[config.mk]
export PLATFORM = sky130hd
export DESIGN_NAME = dac_write_scheduler
export DESIGN_NICKNAME = d
export VERILOG_FILES = /design/src/rtl/dac_pkg.sv /design/src/rtl/dac_rr_arbiter.sv /design/src/rtl/dac_write_scheduler.sv
export SDC_FILE = /design/constraint.sdc
export NUM_CORES = 1
export LEC_CHECK = 0
export ABC_AREA = 1
export CAP_MARGIN = 25
export CORE_ASPECT_RATIO = 1.1
export CORE_UTILIZATION = 48
export CTS_CLUSTER_SIZE = 10
export DETAILED_ROUTE_END_ITERATION = 7
export PLACE_DENSITY = 0.85
export RECOVER_POWER = 25
export SYNTH_ARGS = -nofsm -noshare
export SYNTH_HDL_FRONTEND = slang
export SYNTH_SLANG_ARGS = --single-unit
[constraint.sdc]
create_clock -name Clk -period 1.8 [get_ports Clk]
set_clock_uncertainty 0.2 [all_clocks]
set_input_delay 0.18 -clock Clk [delete_from_list [all_inputs] [get_ports Clk]]
set_output_delay 0.18 -clock Clk [all_outputs]
set_load 0.02 [all_outputs]
[src/rtl/dac_pkg.sv]
// -----------------------------------------------------------------------------
// dac_pkg
// Shared definitions for the DAC write scheduler:
//   - FSM state encoding (legacy-compatible 3-bit constants)
//   - AB channel-select values
//   - default write timing, in clock cycles
//   - max2 helper used to size the shared phase counter
// -----------------------------------------------------------------------------
package dac_pkg;

    // FSM state encoding
    typedef logic [2:0] state_t;

    localparam state_t ST_IDLE   = 3'd0;
    localparam state_t ST_SETUP  = 3'd1;
    localparam state_t ST_STROBE = 3'd2;
    localparam state_t ST_HOLD   = 3'd3;
    localparam state_t ST_LOAD   = 3'd4;
    localparam state_t ST_CLEAR  = 3'd5;

    // AB pin values
    localparam logic AB_CHAN_A = 1'b0;
    localparam logic AB_CHAN_B = 1'b1;

    // Default timing, in clock cycles
    localparam int DEF_SETUP_CYC  = 2;
    localparam int DEF_WR_LOW_CYC = 3;
    localparam int DEF_HOLD_CYC   = 2;
    localparam int DEF_CLR_CYC    = 4;

    function automatic int max2(input int a, input int b);
        return (a > b) ? a : b;
    endfunction

endpackage

[src/rtl/dac_rr_arbiter.sv]
// -----------------------------------------------------------------------------
// dac_rr_arbiter
// Two-way round-robin arbiter. Grants are combinational and only asserted
// while grantEn is high. When both channels request, the channel that was not
// granted last wins. After reset channel A is preferred.
//
// Ports:
//   Clk      in   system clock
//   Rst      in   synchronous active-high reset
//   reqA     in   channel A request
//   reqB     in   channel B request
//   grantEn  in   1 = a grant may be issued this cycle
//   gntA     out  channel A granted (combinational)
//   gntB     out  channel B granted (combinational)
// -----------------------------------------------------------------------------
module dac_rr_arbiter (
    input  logic Clk,
    input  logic Rst,
    input  logic reqA,
    input  logic reqB,
    input  logic grantEn,
    output logic gntA,
    output logic gntB
);

    // 1 = B has priority on the next contested grant (A was granted last)
    logic preferB;

    always_comb begin
        gntA = grantEn && reqA && (!reqB || !preferB);
        gntB = grantEn && reqB && (!reqA ||  preferB);
    end

    always_ff @(posedge Clk) begin
        if (Rst) begin
            preferB <= 1'b0;
        end else if (gntA) begin
            preferB <= 1'b1;
        end else if (gntB) begin
            preferB <= 1'b0;
        end
    end

endmodule

[src/rtl/dac_write_scheduler.sv]
// -----------------------------------------------------------------------------
// dac_write_scheduler
// Arbitrates channel A / channel B sample requests onto a shared parallel DAC
// bus and generates the CS/WR/AB/LDAC/CLR write sequence with programmable
// setup, strobe and hold timing. With SYNC_LDAC=1, LDAC is pulsed only once
// both channels have been written, so both outputs update together.
//
// Ports:
//   Clk            in   system clock
//   Rst            in   synchronous active-high reset
//   enable         in   1 = new grants allowed; 0 = finish current write, idle
//   reqA / reqB    in   channel write requests, held until acknowledged
//   dataA / dataB  in   channel samples, stable while the request is high
//   ackA / ackB    out  one-cycle pulse when the sample is latched onto DB
//   clrReq         in   one-cycle pulse requesting a DAC clear
//   DB             out  DAC data bus (registered)
//   CS, WR         out  chip select / write strobe, active low
//   AB             out  channel select, 0 = A, 1 = B
//   LDAC, CLR      out  load / clear, active low
//   PD             out  power-down control, tied to 1 (operating)
//   busy           out  1 whenever the FSM is not idle
// -----------------------------------------------------------------------------
module dac_write_scheduler
    import dac_pkg::*;
#(
    parameter int DATA_W     = 8,
    parameter int SETUP_CYC  = DEF_SETUP_CYC,
    parameter int WR_LOW_CYC = DEF_WR_LOW_CYC,
    parameter int HOLD_CYC   = DEF_HOLD_CYC,
    parameter int CLR_CYC    = DEF_CLR_CYC,
    parameter int SYNC_LDAC  = 1
) (
    input  logic              Clk,
    input  logic              Rst,
    input  logic              enable,
    input  logic              reqA,
    input  logic [DATA_W-1:0] dataA,
    output logic              ackA,
    input  logic              reqB,
    input  logic [DATA_W-1:0] dataB,
    output logic              ackB,
    input  logic              clrReq,
    output logic [DATA_W-1:0] DB,
    output logic              CS,
    output logic              WR,
    output logic              AB,
    output logic              LDAC,
    output logic              CLR,
    output logic              PD,
    output logic              busy
);

    localparam int MAX_CYC = max2(max2(SETUP_CYC, WR_LOW_CYC), max2(HOLD_CYC, CLR_CYC));
    localparam int CNT_W   = $clog2(MAX_CYC) + 1;

    // Terminal counts: each timed phase runs for N cycles, counting 0..N-1
    localparam logic [CNT_W-1:0] SETUP_LAST = CNT_W'(SETUP_CYC - 1);
    localparam logic [CNT_W-1:0] WR_LAST    = CNT_W'(WR_LOW_CYC - 1);
    localparam logic [CNT_W-1:0] HOLD_LAST  = CNT_W'(HOLD_CYC - 1);
    localparam logic [CNT_W-1:0] CLR_LAST   = CNT_W'(CLR_CYC - 1);

    state_t           state;
    logic [CNT_W-1:0] cnt;
    logic             pendA;
    logic             pendB;
    logic             clrPend;
    logic             grantEn;
    logic             gntA;
    logic             gntB;
    logic             bothPend;

    // A pending or arriving clear blocks any grant in the same cycle, so the
    // request stays pending (not acked) until after the clear.
    assign grantEn = (state == ST_IDLE) && enable && !clrPend && !clrReq;

    // Pend flags as they will be once the write currently in HOLD completes
    assign bothPend = (pendA || (AB == AB_CHAN_A)) && (pendB || (AB == AB_CHAN_B));

    assign busy = (state != ST_IDLE);
    assign PD   = 1'b1;

    dac_rr_arbiter u_arb (
        .Clk     (Clk),
        .Rst     (Rst),
        .reqA    (reqA),
        .reqB    (reqB),
        .grantEn (grantEn),
        .gntA    (gntA),
        .gntB    (gntB)
    );

    always_ff @(posedge Clk) begin
        if (Rst) begin
            state   <= ST_IDLE;
            cnt     <= '0;
            CS      <= 1'b1;
            WR      <= 1'b1;
            LDAC    <= 1'b1;
            CLR     <= 1'b1;
            AB      <= AB_CHAN_A;
            DB      <= '0;
            ackA    <= 1'b0;
            ackB    <= 1'b0;
            pendA   <= 1'b0;
            pendB   <= 1'b0;
            clrPend <= 1'b0;
        end else begin
            ackA <= 1'b0;
            ackB <= 1'b0;

            // A clear requested while busy is remembered and serviced from IDLE
            if (clrReq && (state != ST_IDLE)) begin
                clrPend <= 1'b1;
            end

            case (state)
                ST_IDLE: begin
                    if (clrPend || clrReq) begin
                        state   <= ST_CLEAR;
                        cnt     <= '0;
                        CLR     <= 1'b0;
                        pendA   <= 1'b0;
                        pendB   <= 1'b0;
                        clrPend <= 1'b0;
                    end else if (gntA || gntB) begin
                        state <= ST_SETUP;
                        cnt   <= '0;
                        CS    <= 1'b0;
                        DB    <= gntA ? dataA : dataB;
                        AB    <= gntA ? AB_CHAN_A : AB_CHAN_B;
                        ackA  <= gntA;
                        ackB  <= gntB;
                    end
                end

                ST_SETUP: begin
                    if (cnt == SETUP_LAST) begin
                        state <= ST_STROBE;
                        cnt   <= '0;
                        WR    <= 1'b0;
                    end else begin
                        cnt <= cnt + 1'b1;
                    end
                end

                ST_STROBE: begin
                    if (cnt == WR_LAST) begin
                        state <= ST_HOLD;
                        cnt   <= '0;
                        WR    <= 1'b1;
                    end else begin
                        cnt <= cnt + 1'b1;
                    end
                end

                ST_HOLD: begin
                    if (cnt == HOLD_LAST) begin
                        cnt <= '0;
                        CS  <= 1'b1;
                        if (AB == AB_CHAN_B) begin
                            pendB <= 1'b1;
                        end else begin
                            pendA <= 1'b1;
                        end
                        // A queued clear takes precedence over the load pulse
                        if (clrPend) begin
                            state <= ST_IDLE;
                        end else if ((SYNC_LDAC == 0) || bothPend) begin
                            state <= ST_LOAD;
                            LDAC  <= 1'b0;
                        end else begin
                            state <= ST_IDLE;
                        end
                    end else begin
                        cnt <= cnt + 1'b1;
                    end
                end

                ST_LOAD: begin
                    state <= ST_IDLE;
                    LDAC  <= 1'b1;
                    pendA <= 1'b0;
                    pendB <= 1'b0;
                end

                ST_CLEAR: begin
                    if (cnt == CLR_LAST) begin
                        state <= ST_IDLE;
                        cnt   <= '0;
                        CLR   <= 1'b1;
                    end else begin
                        cnt <= cnt + 1'b1;
                    end
                end

                default: begin
                    state <= ST_IDLE;
                    cnt   <= '0;
                    CS    <= 1'b1;
                    WR    <= 1'b1;
                    LDAC  <= 1'b1;
                    CLR   <= 1'b1;
                end
            endcase
        end
    end

endmodule

==> metrics.txt, run 1 <==
Async S/R FF share, synth=0; sequential area share after synthesis=0.340; non-filler instance count after layout=approximately 290; DR vias=~1500; Overall Power=~2.4 mW; Maximum Capacitance Violations=0; first-pass GRT wire length=roughly 5300 um; status=finished clean; Finished Cell Area=approximately 2000 sq um; CTS Root Cell=clkbuf_4; post-route DRC violation count=0; Ant. Diodes=0; die extent in y=60.1 um; cells on worst reg2reg path=8; setup TNS=0 ns; gr usage total=0.218; Nets=288; PD cells=approximately 1200 nW/um^2; dpl cell area=about 2000 sq um; DRT antenna net count=0; DIE AREA=roughly 3300 sq um; routed wire length per instance=11.5 um; Synth Instances=between 200 and 250; Core Rows=20; # setup viols final=0; P&R area growth vs syn=35.9%; Post-synth EDFFs=0; Die Width=between 50 and 60 um; WL final=approximately 3400 um; Hold WC Path Type=reg2reg; yosys warns=0; core area=2830 sq um; hold buffers post-CTS=0; worst vdd ir=slightly below 0.9 mV; Slew Viols, Final=0; Crit Path Category=reg2out; critical path required time=about 1.4 ns; clock sink count=25; Clock Path Buffers=2; Clock Latency Late Sink=~0.33 ns; Post-Place Cells=roughly 290; post-synth design cell area=~1500 sq um; CTS Buf Count=3; maximum net fanout on the critical path=7; Hold Violations, Final=0; top-level I/O count=39; Worst setup SP type=register; Mean Syn Cell Area=approximately 7 sq um; Synth Register Bits=25; Final Wtd Congestion=approximately 0.86; layout cell share with drive strength beyond 1=0.146; Pre-antenna DRT Iters=5; period utilization=0.962; final hold slack=0.274 ns; GR Overflow Total=0; Buffers on Ports=37; leakage power=approximately 0.95 nW; H-tree Lvls=1; Initial Util=0.521; Max Fclk=slightly below 600 MHz; largest net degree at the start of global routing=17; hold path cells=2; Crit. End Element=primary output; crit path DAT=~1.4 ns; vias in the first global route=1363; initial antenna violation count=0; Top FF cell, synth=dfxtp_1; Final min period=roughly 1.7 ns; Syn Nets=roughly 240; DR vias/cell=between 5 and 6; clock slew at reported path FFs=0.15 ns; DP HPWL=approximately 2500 um; TritonCTS clock tree=yes; 1st-iter DRT viols=50; post-synth cell types=32
[sequential cells by signal, indices dropped and copies added, names as in the netlist]
register and flops:
AB 1, CLR 1, CS 1, DB 8, LDAC 1, WR 1
ackA 1, ackB 1, clrPend 1, cnt 3, pendA 1, pendB 1
state 3, u_arb.preferB 1
[per-stage QoR]
step	worst slack, ns	util
6_report	0.0688	0.708
5_1_grt	-0.00779	0.708
4_1_cts	0.0184	0.700
3_5_place_dp	-0.0633	0.689
3_3_place_gp	-0.0503	0.689
2_1_floorplan	0.267	-
[repair_timing]
item / 4_1_cts / 5_1_grt
pin swaps: 0 / 2
gates resized for setup: 3 / 8
endpoints found under the setup margin: 1 / 5
setup buffers: 0 / 2
[layout by cell type, fill, tap and decap left out, types with 5 or more instances in the layout]
master / count
nand2_1: 44
clkdlybuf4s50_1: 35
nor2_1: 34
nand3_1: 23
dfxtp_1: 21
inv_1: 21
a21oi_1: 13
buf_4: 13
o21ai_0: 10
ha_1: 5
[worst max-delay path: stages, from the launching register on]
cell	delay (ns)
dfxtp_2	0.39
nor2_4	0.22
nand2_1	0.13
clkdlybuf4s15_1	0.30
[cells by family after synthesis]
| logic type | Yosys count | share of synthesized area |
|---|---|---|
| and+or+nand+nor | 116 | 0.376 |
| DFF | 25 | 0.340 |
| AOI/OAI and AO/OA | 33 | 0.138 |
| other | 1 | 0.00255 |
| adders and majority gates | 5 | 0.0425 |
| buffers and inverters | 31 | 0.100 |
[Yosys cell counts (2+ instances only)]
| cell type | instances | area [sq um] |
|---|---|---|
| o21ai_1 | 3 | 15.0 |
| inv_1 | 20 | 75.1 |
| nand2_4 | 2 | 22.5 |
| nor2_1 | 35 | 131 |
| nor2_4 | 2 | 22.5 |
| nand3_1 | 24 | 120 |
| ha_1 | 5 | 62.6 |
| o21ai_0 | 10 | 50.1 |
| a21oi_1 | 12 | 60.1 |
| nand2_1 | 44 | 165 |
| clkbuf_1 | 2 | 7.51 |
| dfxtp_1 | 25 | 500 |
| nor2_8 | 2 | 40.0 |
| inv_2 | 4 | 15.0 |
| nor3_1 | 3 | 15.0 |
| buf_6 | 2 | 22.5 |
[final cells by class]
class | instances | area [sq um]
Fill cell | 232 | 826
Clock inverter | 1 | 5.00
Multi-Input combinational cell | 155 | 833
Clock buffer | 3 | 22.5
Inverter | 24 | 90.1
Sequential cell | 25 | 508
Timing Repair Buffer | 52 | 502
Tap cell | 33 | 41.3
[path summary, 6_finish.rpt]
kind | startpoint | end | slack [ns]
min | pendB | pendB | 0.27
max | state[1] | busy | 0.07
min reg2reg | pendB | pendB | 0.27
max reg2reg | cnt[0] | state[1] | 0.07
[routing by layer]
metal  vias up  GRT usage  part of all wire
met1       665      0.250              0.43
met5         -          0                 0
met4         0     0.0623           0.00089
li1        781          -                 -
met2        60      0.403              0.51
met3         2     0.0305             0.062
[power by group]
| group | internal, mW | switching, mW |
|---|---|---|
| registers | 0.692 | 0.103 |
| clock network | 0.0832 | 0.174 |
| logic | 0.584 | 0.800 |
| total | 1.36 | 1.08 |
Note: power is estimated with default switching activity, not from simulation.
==> run 2, diff against run 1 <==
--- a/config.mk
+++ b/config.mk
@@ -5,10 +5,10 @@
 export SDC_FILE = /design/constraint.sdc
 export NUM_CORES = 1
 export LEC_CHECK = 0
-export ABC_AREA = 1
 export CAP_MARGIN = 25
 export CORE_ASPECT_RATIO = 1.1
-export CORE_UTILIZATION = 48
+export CORE_MARGIN = 4
+export CORE_UTILIZATION = 46
 export CTS_CLUSTER_SIZE = 10
 export DETAILED_ROUTE_END_ITERATION = 7
 export PLACE_DENSITY = 0.85
==> constraint.sdc (replaced) <==
create_clock -name Clk -period 1.75 [get_ports Clk]
set_clock_uncertainty 0.2 [all_clocks]
set_input_delay 0.175 -clock Clk [delete_from_list [all_inputs] [get_ports Clk]]
set_output_delay 0.175 -clock Clk [all_outputs]
set_load 0.02 [all_outputs]
==> run 2 against run 1 <==
The flow now finishes with violations (setup timing); design area decreased by 1.5%; combinational power about the same; clock-buffer cell count increased by 1; critical path type is now in2reg; critical endpoint is now DB[5]; highest routed layer unchanged.
==> metrics.txt, run 2 <==
status=finished, violations left; failing checks=setup timing; P&R area growth vs syn=52.6%; DRT antenna net count=0 (unchanged); Synth Instances=150 (-29%); post-synth design cell area=1290 sq um (-12%); reg2reg setup slack=0.01 ns (-0.06 ns); Final Wtd Congestion=0.850 (-0.79%); Crit Path Category=in2reg; first-pass GRT wire length=5510 um (+3.8%); vias in the first global route=1278 (-6.2%); leakage power=0.813 nW (-14%); layout cell share with drive strength beyond 1=0.236 (+0.0894); Finished Cell Area=1970 sq um (-1.5%); Slew Viols, Final=0 (unchanged); Buffers on Ports=37 (unchanged); Maximum Capacitance Violations=0 (unchanged); maximum net fanout on the critical path=8 (+1); initial antenna violation count=0 (unchanged); Top FF cell, synth=dfxtp_1; routed wire length per instance=15.6 um (+36%); non-filler instance count after layout=239 (-18%); DIE AREA=3720 sq um (+13%); commonest non-fill, non-tap cell in the layout=clkdlybuf4s50_1; met1 GRT Util=0.226 (-0.0247); most common cell in the netlist=dfxtp_1; clock sink count=25 (unchanged); Core Rows=19 (-5.0%); Nets=236 (-18%); Biggest register=DB; post-synth cell types=41 (+28%); Max Fclk=about 570 MHz; CTS Buf Count=3 (unchanged); slowest library cell on the worst path=clkdlybuf4s50_1; Hold Violations, Final=0 (unchanged); synth top area cells=dfxtp_1 39%, mux2i_1 7.0%, nor2_1 5.8%; Yosys top cell area share=0.387 (+0.0474); DR vias=1350 (-10%); Ant. Diodes=0 (unchanged); CTS Root Cell=clkbuf_4; gr usage total=0.188 (-0.0302); core area=2590 sq um (-8.4%); cells on worst reg2reg path=6 (-2); TritonCTS clock tree=yes; Worst setup SP type=input port; met2 GRT Util=0.318 (-0.0843); Worst Hold End=cnt[0]; Largest register FFs=8 (unchanged); 1st-iter DRT viols=57 (+14%); GRT busiest layer=met2; Hold WC Path Type=reg2reg; fin worst setup slack=-0.0149 ns (-0.0837 ns); DP HPWL=2450 um (-3.7%); area leader, netlist=dfxtp_1; yosys warns=0 (unchanged); crit path DAT=1.80 ns (+0.45 ns); Final min period=roughly 1.8 ns; largest net degree at the start of global routing=16 (-1); Regs by FF count=DB x8, cnt x3, state x3; worst vdd ir=0.837 mV (-4.7%); reg-to-reg endpoint=DB[7]; top cells by count, synth=25 x dfxtp_1, 20 x nor2_1, 9 x a211oi_1, 9 x mux2i_1, 9 x nand2_1; Crit. End Element=register; GR Overflow Total=0 (unchanged); critical path required time=1.79 ns (+0.37 ns); Syn Nets=177 (-26%); # setup viols final=1 (+1); DR vias/cell=5.65 (+9.7%); Mean Syn Cell Area=8.62 sq um (+23%); post-route DRC violation count=0 (unchanged); Clock Path Buffers=2 (unchanged); Post-Place Cells=227 (-21%); critical path, cell by cell=clkdlybuf4s50_1, o21ai_0, buf_4, nor4_4, bufbuf_16, buf_4, a211oi_2; Multi-input gate area=769 sq um (-7.7%); most frequent cells in the layout=35 x clkdlybuf4s50_1, 22 x buf_4, 21 x dfxtp_1, 20 x nor2_1; unrepaired setup endpoints after global routing=true; Die Width=58.5 um (+6.8%); Hold Crit Start=cnt[0]; hold path cells=1 (-1); die extent in y=63.6 um (+5.8%); Post-synth EDFFs=0 (unchanged); reg2reg start=state[1]; sequential area share after synthesis=0.387 (+0.0474); Fillers=166 (-28%); Pre-antenna DRT Iters=4 (-1); Clock Latency Late Sink=0.33 ns (about the same); met3 usage=0.0429 (+0.0123); top-level I/O count=39 (unchanged); period utilization=1.01; Worst path max stage delay=0.51 ns (+0.12 ns); Crit path top cell by count=buf_4; PD cells=1250 nW/um^2 (+2.7%); clock slew at reported path FFs=0.14 ns (about the same); H-tree Lvls=1 (unchanged); dpl cell area=1810 sq um (-7.3%); Storage cell area=510 sq um (+0.49%); Async S/R FF share, synth=0 (unchanged); hold buffers post-CTS=0 (unchanged); Synth Register Bits=25 (unchanged); WL final=3740 um (+11%); Initial Util=0.499 (-0.0220)
run 2: cell types whose count changed in the layout (fill, tap and decap cells not counted), sizes merged, moves of 5 or more:
cell	delta
a211oi	+10
a21oi	-8
buf	+10
inv	-18
mux2i	+9
nand2	-37
nand2b	+5
nand3	-20
nor2	-19
o21ai	-6
run 2: cells by family (layout without fill, tap and decap cells):
logic type      Yosys count  count (layout)  synth area share
compound gates           37              37             0.197
xor+xnor                  1               1           0.00678
fa+ha+maj                 5               5            0.0484
buf+inv                  15              73            0.0532
flops                    25              25             0.387
mux                      10              10            0.0784
other cells               1               1           0.00290
simple gates             56              56             0.227
run 2: critical path: cells and delay by family:
kind / cells / cell delay (ns)
AO/OA/AOI/OAI: 2 / 0.19
buffers and inverters: 4 / 1.12
AND/OR/NAND/NOR: 1 / 0.33
run 2: area by class of cell:
cell class	instances	area share
Tap cell	31	0.0197
Sequential cell	25	0.259
Multi-Input combinational cell	110	0.390
Inverter	6	0.0114
Clock buffer	4	0.0133
Timing Repair Buffer	63	0.306
run 2: metal layers:
metal / up-vias / routed length [um]
li1: 655 / -
met1: 622 / 1540
met2: 63 / 1820
met3: 10 / 283
met4: 0 / 99
met5: - / 0
run 2: repair_timing:
action                                 CTS  global route
gates cloned                             1             1
pin swaps                                5             4
resized for setup                        9            13
setup buffers                            3             3
setup endpoints to repair               10            15
endpoints found under the hold margin    0             0
run 2: worst max path at each step:
stage / startpoint / endpoint / slack (ns) / cells after the start
2_1_floorplan: state[1] / DB[5] / -0.04 / 6
3_3_place_gp: reqA / DB[1] / -0.1 / 7
3_5_place_dp: enable / DB[3] / -0.24 / 6
4_1_cts: state[0] / DB[3] / 0.003 / 6
5_1_grt: state[1] / DB[7] / -0.09 / 6
6_report: reqB / DB[5] / -0.01 / 7
run 2: where the power goes:
part           total, mW  internal, mW  switching (mW)
Combinational       1.39         0.677           0.711
Sequential         0.804         0.697           0.107
Clock              0.273        0.0896           0.183
run 2: stage by stage:
| step | util | TNS, ns | setup slack [ns] | total power, mW | hold WS [ns] |
|---|---|---|---|---|---|
| 6_report | 0.761 | -0.0149 | -0.0149 | 2.46 | 0.269 |
| 5_1_grt | 0.761 | -0.640 | -0.0950 | 2.62 | 0.282 |
| 4_1_cts | 0.733 | 0 | 0.00284 | 2.30 | 0.272 |
| 3_5_place_dp | 0.697 | -1.65 | -0.239 | 1.96 | 0.254 |
| 3_3_place_gp | 0.697 | -0.855 | -0.0975 | 1.92 | 0.245 |
| 2_1_floorplan | - | -0.0376 | -0.0376 | 1.48 | 0.119 |
